### src/rtl/conv_window_sequencer.sv
// Walks every valid 3x3 window of an IMG_W x IMG_H image in pixel BRAM, issues the
// nine reads per window, drives the window shift enable and hands windows to conv.
module conv_window_sequencer #(
    parameter int IMG_W   = 8,
    parameter int IMG_H   = 8,
    parameter int ADDR_W  = 6,
    parameter int OADDR_W = 6
) (
    input  logic               clk,
    input  logic               rst_n,
    input  logic               start,
    output logic               busy,
    output logic               done,
    output logic               bram_en,
    output logic [ADDR_W-1:0]  bram_addr,
    output logic               shift_en,
    output logic               win_valid,
    input  logic               win_ready,
    output logic [OADDR_W-1:0] out_addr
);

    localparam int ROW_W = $clog2(IMG_H);
    localparam int COL_W = $clog2(IMG_W);
    localparam logic [ROW_W-1:0] ROW_LAST = ROW_W'(IMG_H - 3);
    localparam logic [COL_W-1:0] COL_LAST = COL_W'(IMG_W - 3);
    localparam logic [3:0]       K_LAST   = 4'd8;

    typedef enum logic [2:0] {
        S_IDLE,
        S_FETCH,
        S_DRAIN,
        S_WAIT,
        S_ADVANCE,
        S_DONE
    } state_e;

    state_e           state_q, state_d;
    logic [ROW_W-1:0] row_q, row_d;
    logic [COL_W-1:0] col_q, col_d;
    logic [3:0]       k_q, k_d;
    logic             shift_en_q, shift_en_d;

    logic             last_col;
    logic             last_row;
    logic [3:0]       k_row;
    logic [3:0]       k_col;
    logic [ADDR_W-1:0] pix_row;
    logic [ADDR_W-1:0] pix_col;
    logic [ADDR_W-1:0] fetch_addr;
    logic [OADDR_W-1:0] win_addr;

    assign last_col = (col_q == COL_LAST);
    assign last_row = (row_q == ROW_LAST);

    // NOTE: all state updates use non-blocking assignments so every flop samples
    // pre-edge values, independent of the order the simulator runs processes.
    always_ff @(posedge clk or negedge rst_n) begin
        if (!rst_n) begin
            state_q    <= S_IDLE;
            row_q      <= '0;
            col_q      <= '0;
            k_q        <= '0;
            shift_en_q <= 1'b0;
        end else begin
            state_q    <= state_d;
            row_q      <= row_d;
            col_q      <= col_d;
            k_q        <= k_d;
            shift_en_q <= shift_en_d;
        end
    end

    // NOTE: every signal gets a default at the top of the block so no path through
    // the case statement can leave it unassigned and infer a latch.
    always_comb begin
        state_d = state_q;
        row_d   = row_q;
        col_d   = col_q;
        k_d     = k_q;
        case (state_q)
            S_IDLE: begin
                if (start) begin
                    state_d = S_FETCH;
                    row_d   = '0;
                    col_d   = '0;
                    k_d     = '0;
                end
            end
            S_FETCH: begin
                if (k_q == K_LAST) begin
                    state_d = S_DRAIN;
                    k_d     = '0;
                end else begin
                    k_d = k_q + 4'd1;
                end
            end
            S_DRAIN: state_d = S_WAIT;
            S_WAIT: begin
                if (win_ready) state_d = S_ADVANCE;
            end
            S_ADVANCE: begin
                k_d = '0;
                if (last_col && last_row) begin
                    state_d = S_DONE;
                    row_d   = '0;
                    col_d   = '0;
                end else begin
                    state_d = S_FETCH;
                    if (last_col) begin
                        col_d = '0;
                        row_d = row_q + 1'b1;
                    end else begin
                        col_d = col_q + 1'b1;
                    end
                end
            end
            S_DONE:  state_d = S_IDLE;
            default: state_d = S_IDLE;
        endcase
    end

    // The byte read in one cycle arrives the next, so the shift enable trails the read.
    assign shift_en_d = (state_q == S_FETCH);
    assign shift_en   = shift_en_q;

    always_comb begin
        k_row      = k_q / 4'd3;
        k_col      = k_q % 4'd3;
        pix_row    = ADDR_W'(row_q) + ADDR_W'(k_row);
        pix_col    = ADDR_W'(col_q) + ADDR_W'(k_col);
        fetch_addr = pix_row * ADDR_W'(IMG_W) + pix_col;
        win_addr   = OADDR_W'(row_q) * OADDR_W'(IMG_W - 2) + OADDR_W'(col_q);

        busy      = (state_q != S_IDLE);
        done      = (state_q == S_DONE);
        bram_en   = (state_q == S_FETCH);
        win_valid = (state_q == S_WAIT);
        bram_addr = bram_en ? fetch_addr : '0;
        out_addr  = win_valid ? win_addr : '0;
    end

endmodule
### config.mk
export PLATFORM = sky130hd
export DESIGN_NAME = conv_window_sequencer
export DESIGN_NICKNAME = d
export VERILOG_FILES = /design/src/rtl/conv_window_sequencer.sv
export SDC_FILE = /design/constraint.sdc
export NUM_CORES = 1
export LEC_CHECK = 0
export CAP_MARGIN = 20
export CORE_MARGIN = 2
export CORE_UTILIZATION = 45
export CTS_CLUSTER_DIAMETER = 80
export DETAILED_ROUTE_END_ITERATION = 12
export PLACE_DENSITY = 0.82
export SETUP_SLACK_MARGIN = 0.4
export SLEW_MARGIN = 5
export SYNTH_ARGS = -nofsm -noshare
export SYNTH_HDL_FRONTEND = slang
export SYNTH_SLANG_ARGS = --single-unit
### constraint.sdc
create_clock -name clk -period 3.36 [get_ports clk]
set_input_delay 0.672 -clock clk [delete_from_list [all_inputs] [get_ports clk]]
set_output_delay 0.672 -clock clk [all_outputs]
set_load 0.02 [all_outputs]
==> flow_summary.toml <==
[sta]
layout_setup_ws_ns = -0.516
slew_violations = 0
fin_skew_ns = 0.00638
maxSlewHeadroom_pct = 56.9
rsz0062_at_grt = "yes"
worst_slew_pin_slew_ns = 0.644
setup_viol = 5
post-route-period-util_pct = 115
final-hold-violation-count = 0
finalCriticalPeriod_ns = 3.88
fmax_ghz = 0.258

[clocking]
clockBufferDepth = 2
cts_inserted_buffers = 3
clock_latency_ns = 0.28
clock-root-buffer = "clkbuf_4"
cts.sinks = 14
ctsHtreeMaxLevel = 1
cts_tree = "built"
clkTransAtPathRegs_ns = 0.09

[floorplan]
fp-row-count = 20
die_h_um = 59.7
io_pins = 21
die_area_mm2 = 0.00356
initial_core_util_pct = 46.5
die_x_um = 59.7
core_mm2 = 0.00300

[cells_and_area]
stdcell_count = 237
final_area_mm2 = 0.00197
fin_nets = 230
antenna_cells = 0
area_growth_pct = 41.0
utilization_pct = 65.5
drive_gt1_share_pct = 34.3

[pwr]
p_int_w = 0.000898
p_leak_nw = 0.909
power_density_mw_per_mm2 = 834
total_power_w = 0.00164
p_sw_w = 0.000743
p_seq_share_pct = 17.6
vdd_drop_max_uv = 335
p_comb_share_pct = 76.5
netSwitchingFraction_pct = 45.3
p_clk_share_pct = 5.9

[logic_synthesis]
synthCells = 159
avgSynthCellArea_um2 = 8.78
synth.distinct_cells = 44
synthArstFlopShare_pct = 100
synth-edff-count = 0
yosys_warnings = 0
ys_seq_elements = 14
synthFlopType = "dfrtp_1"
synth_nets = 183
netlist_area_mm2 = 0.00140
ys_seq_area_share_pct = 25.1

[placed_design]
dp.cells = 225
dpl_cell_area_mm2 = 0.00180
dp_slack_ns = -0.800
dp_hpwl_um = 2720
place.gp.congestion = 0.805
place.port_buffers = 20

[grt]
grt_pass1_wl_um = 5570
antenna_found_initial = 0
grt_pass1_vias = 1339
grt_usage_pct = 20.5
grt-ovfl-total = 0
grt_max_degree = 15

[run]
cap_violations = 0

[setup_path]
critPathMaxFanout = 3
cp.arrival_ns = 3.20
worst-setup-path-type = "register to output pin"
required_ns = 2.69
crit_path_start_kind = "register"
endpoint_kind = "output pin"

[outcome]
violations = "negative setup slack"
status = "finished with violations"

[route]
viasPerCell = 5.42
via_count = 1285
totalWireLength_um = 3350
drt_iter0_drc = 44
drc = 0
firstDrtPassIters = 4
ant_nets = 0
wl_per_cell_um = 14.1

[min_path]
min_path_type = "register to register"
[state kept, by name, summed over array words and instances, names as in the netlist]
register  cells
k_q           4
col_q         3
row_q         3
state_q       3
shift_en      1
[final timing paths]
| kind | from | to | slack [ns] | cells past startpoint |
|---|---|---|---|---|
| max in group asynchronous | rst_n | row_q[0] | 2.13 | 1 |
| min in group asynchronous | rst_n | shift_en | 0.78 | 1 |
| hold / removal | k_q[2] | k_q[2] | 0.60 | 2 |
| hold reg to reg | k_q[2] | k_q[2] | 0.60 | 2 |
| setup reg to reg | state_q[2] | k_q[1] | 1.71 | 4 |
| setup / recovery | k_q[1] | bram_addr[2] | -0.52 | 15 |
[logic make-up after synthesis]
| kind of cell | after synthesis | share of synthesized area, % |
|---|---|---|
| AND/OR/NAND/NOR | 54 | 19.6 |
| AO/OA/AOI/OAI | 37 | 17.7 |
| adder cells (fa/ha/maj) | 20 | 20.1 |
| buffers and inverters | 17 | 5.47 |
| flip-flops | 14 | 25.1 |
| XOR/XNOR | 13 | 8.69 |
| multiplexers | 4 | 3.32 |
[layout make-up]
type	count	area, um2
fill	227	1030
inverter	13	48.8
multi-input combinational	128	1090
clock buffer	3	22.5
sequential	14	353
timing repair buffer	46	414
tap	33	41.3
[power by group through the flow]
| stage | clock (W) | sequential, W | combinational (W) |
|---|---|---|---|
| 2_1_floorplan | 0 | 0.000276 | 0.000746 |
| 3_3_place_gp | 0 | 0.000281 | 0.00108 |
| 3_5_place_dp | 0 | 0.000284 | 0.00114 |
| 4_1_cts | 0.000101 | 0.000287 | 0.00124 |
| 5_1_grt | 0.000104 | 0.000297 | 0.00136 |
| 6_report | 0.0000967 | 0.000289 | 0.00126 |
[routing by layer]
layer / share of wire (%) / vias to the layer above / global-route usage [%]
met3: 3.0 / 8 / 3.03
met2: 54 / 35 / 38.2
met4: 1.7 / 0 / 7.30
met1: 41 / 608 / 23.3
li1: - / 634 / -
met5: 0 / - / 0
[synth_stat cells, types with 2 or more instances]
master	count	area [um2]
nor2_1	19	71.3
ha_1	16	200
dfrtp_1	14	350
nand2_1	14	52.6
inv_1	12	45.0
o21ai_0	10	50.1
a21oi_1	9	45.0
xnor2_1	6	52.6
xor2_1	6	52.6
a21o_1	4	30.0
fa_1	4	80.1
and2_1	3	18.8
nor2b_1	3	18.8
nor3_1	3	15.0
a22o_1	2	17.5
a22oi_1	2	15.0
mux2i_1	2	20.0
nand3b_1	2	15.0
nor2b_4	2	27.5
o22ai_1	2	12.5
[through the flow]
stage	hold WS [ns]	TNS, ns
finish	0.599	-2.18
global route	0.644	-2.83
CTS	0.575	-2.36
detailed placement	0.583	-3.44
global placement	0.578	-2.55
floorplan	0.376	-0.705
[worst max-delay path, stage by stage, from the launching register on]
cell,delay (ns)
dfrtp_2,0.46
ha_4,0.18
a211oi_4,0.28
xnor2_2,0.10
ha_2,0.18
a211oi_2,0.19
nand2_2,0.13
xnor2_2,0.22
ha_4,0.17
inv_2,0.03
fa_2,0.34
buf_4,0.14
buf_6,0.10
xor2_1,0.15
nor2_2,0.12
buf_6,0.12
[cell usage in the layout (no fill, tap or decap), types with 3 or more instances in the layout]
cell type and instances:
ha_1 9, clkdlybuf4s50_1 11, xnor2_1 5, a21o_1 4, nor2_1 14, nor3_1 3
nand2_1 14, inv_2 3, ha_4 5, nor2_2 4, inv_1 10, fa_1 3
dfrtp_1 12, a21oi_1 8, buf_4 24, clkbuf_4 3, xor2_1 5, o21ai_0 10
buf_6 7
[repair_timing]
action                     4_1_cts  5_1_grt
setup endpoints to repair       11        9
cloned                           0        0
buffers inserted                 5        4
pin swaps                       12       12
gates resized for setup         55        5
hold buffers                     0        0
(Power assumes the default switching activity.)
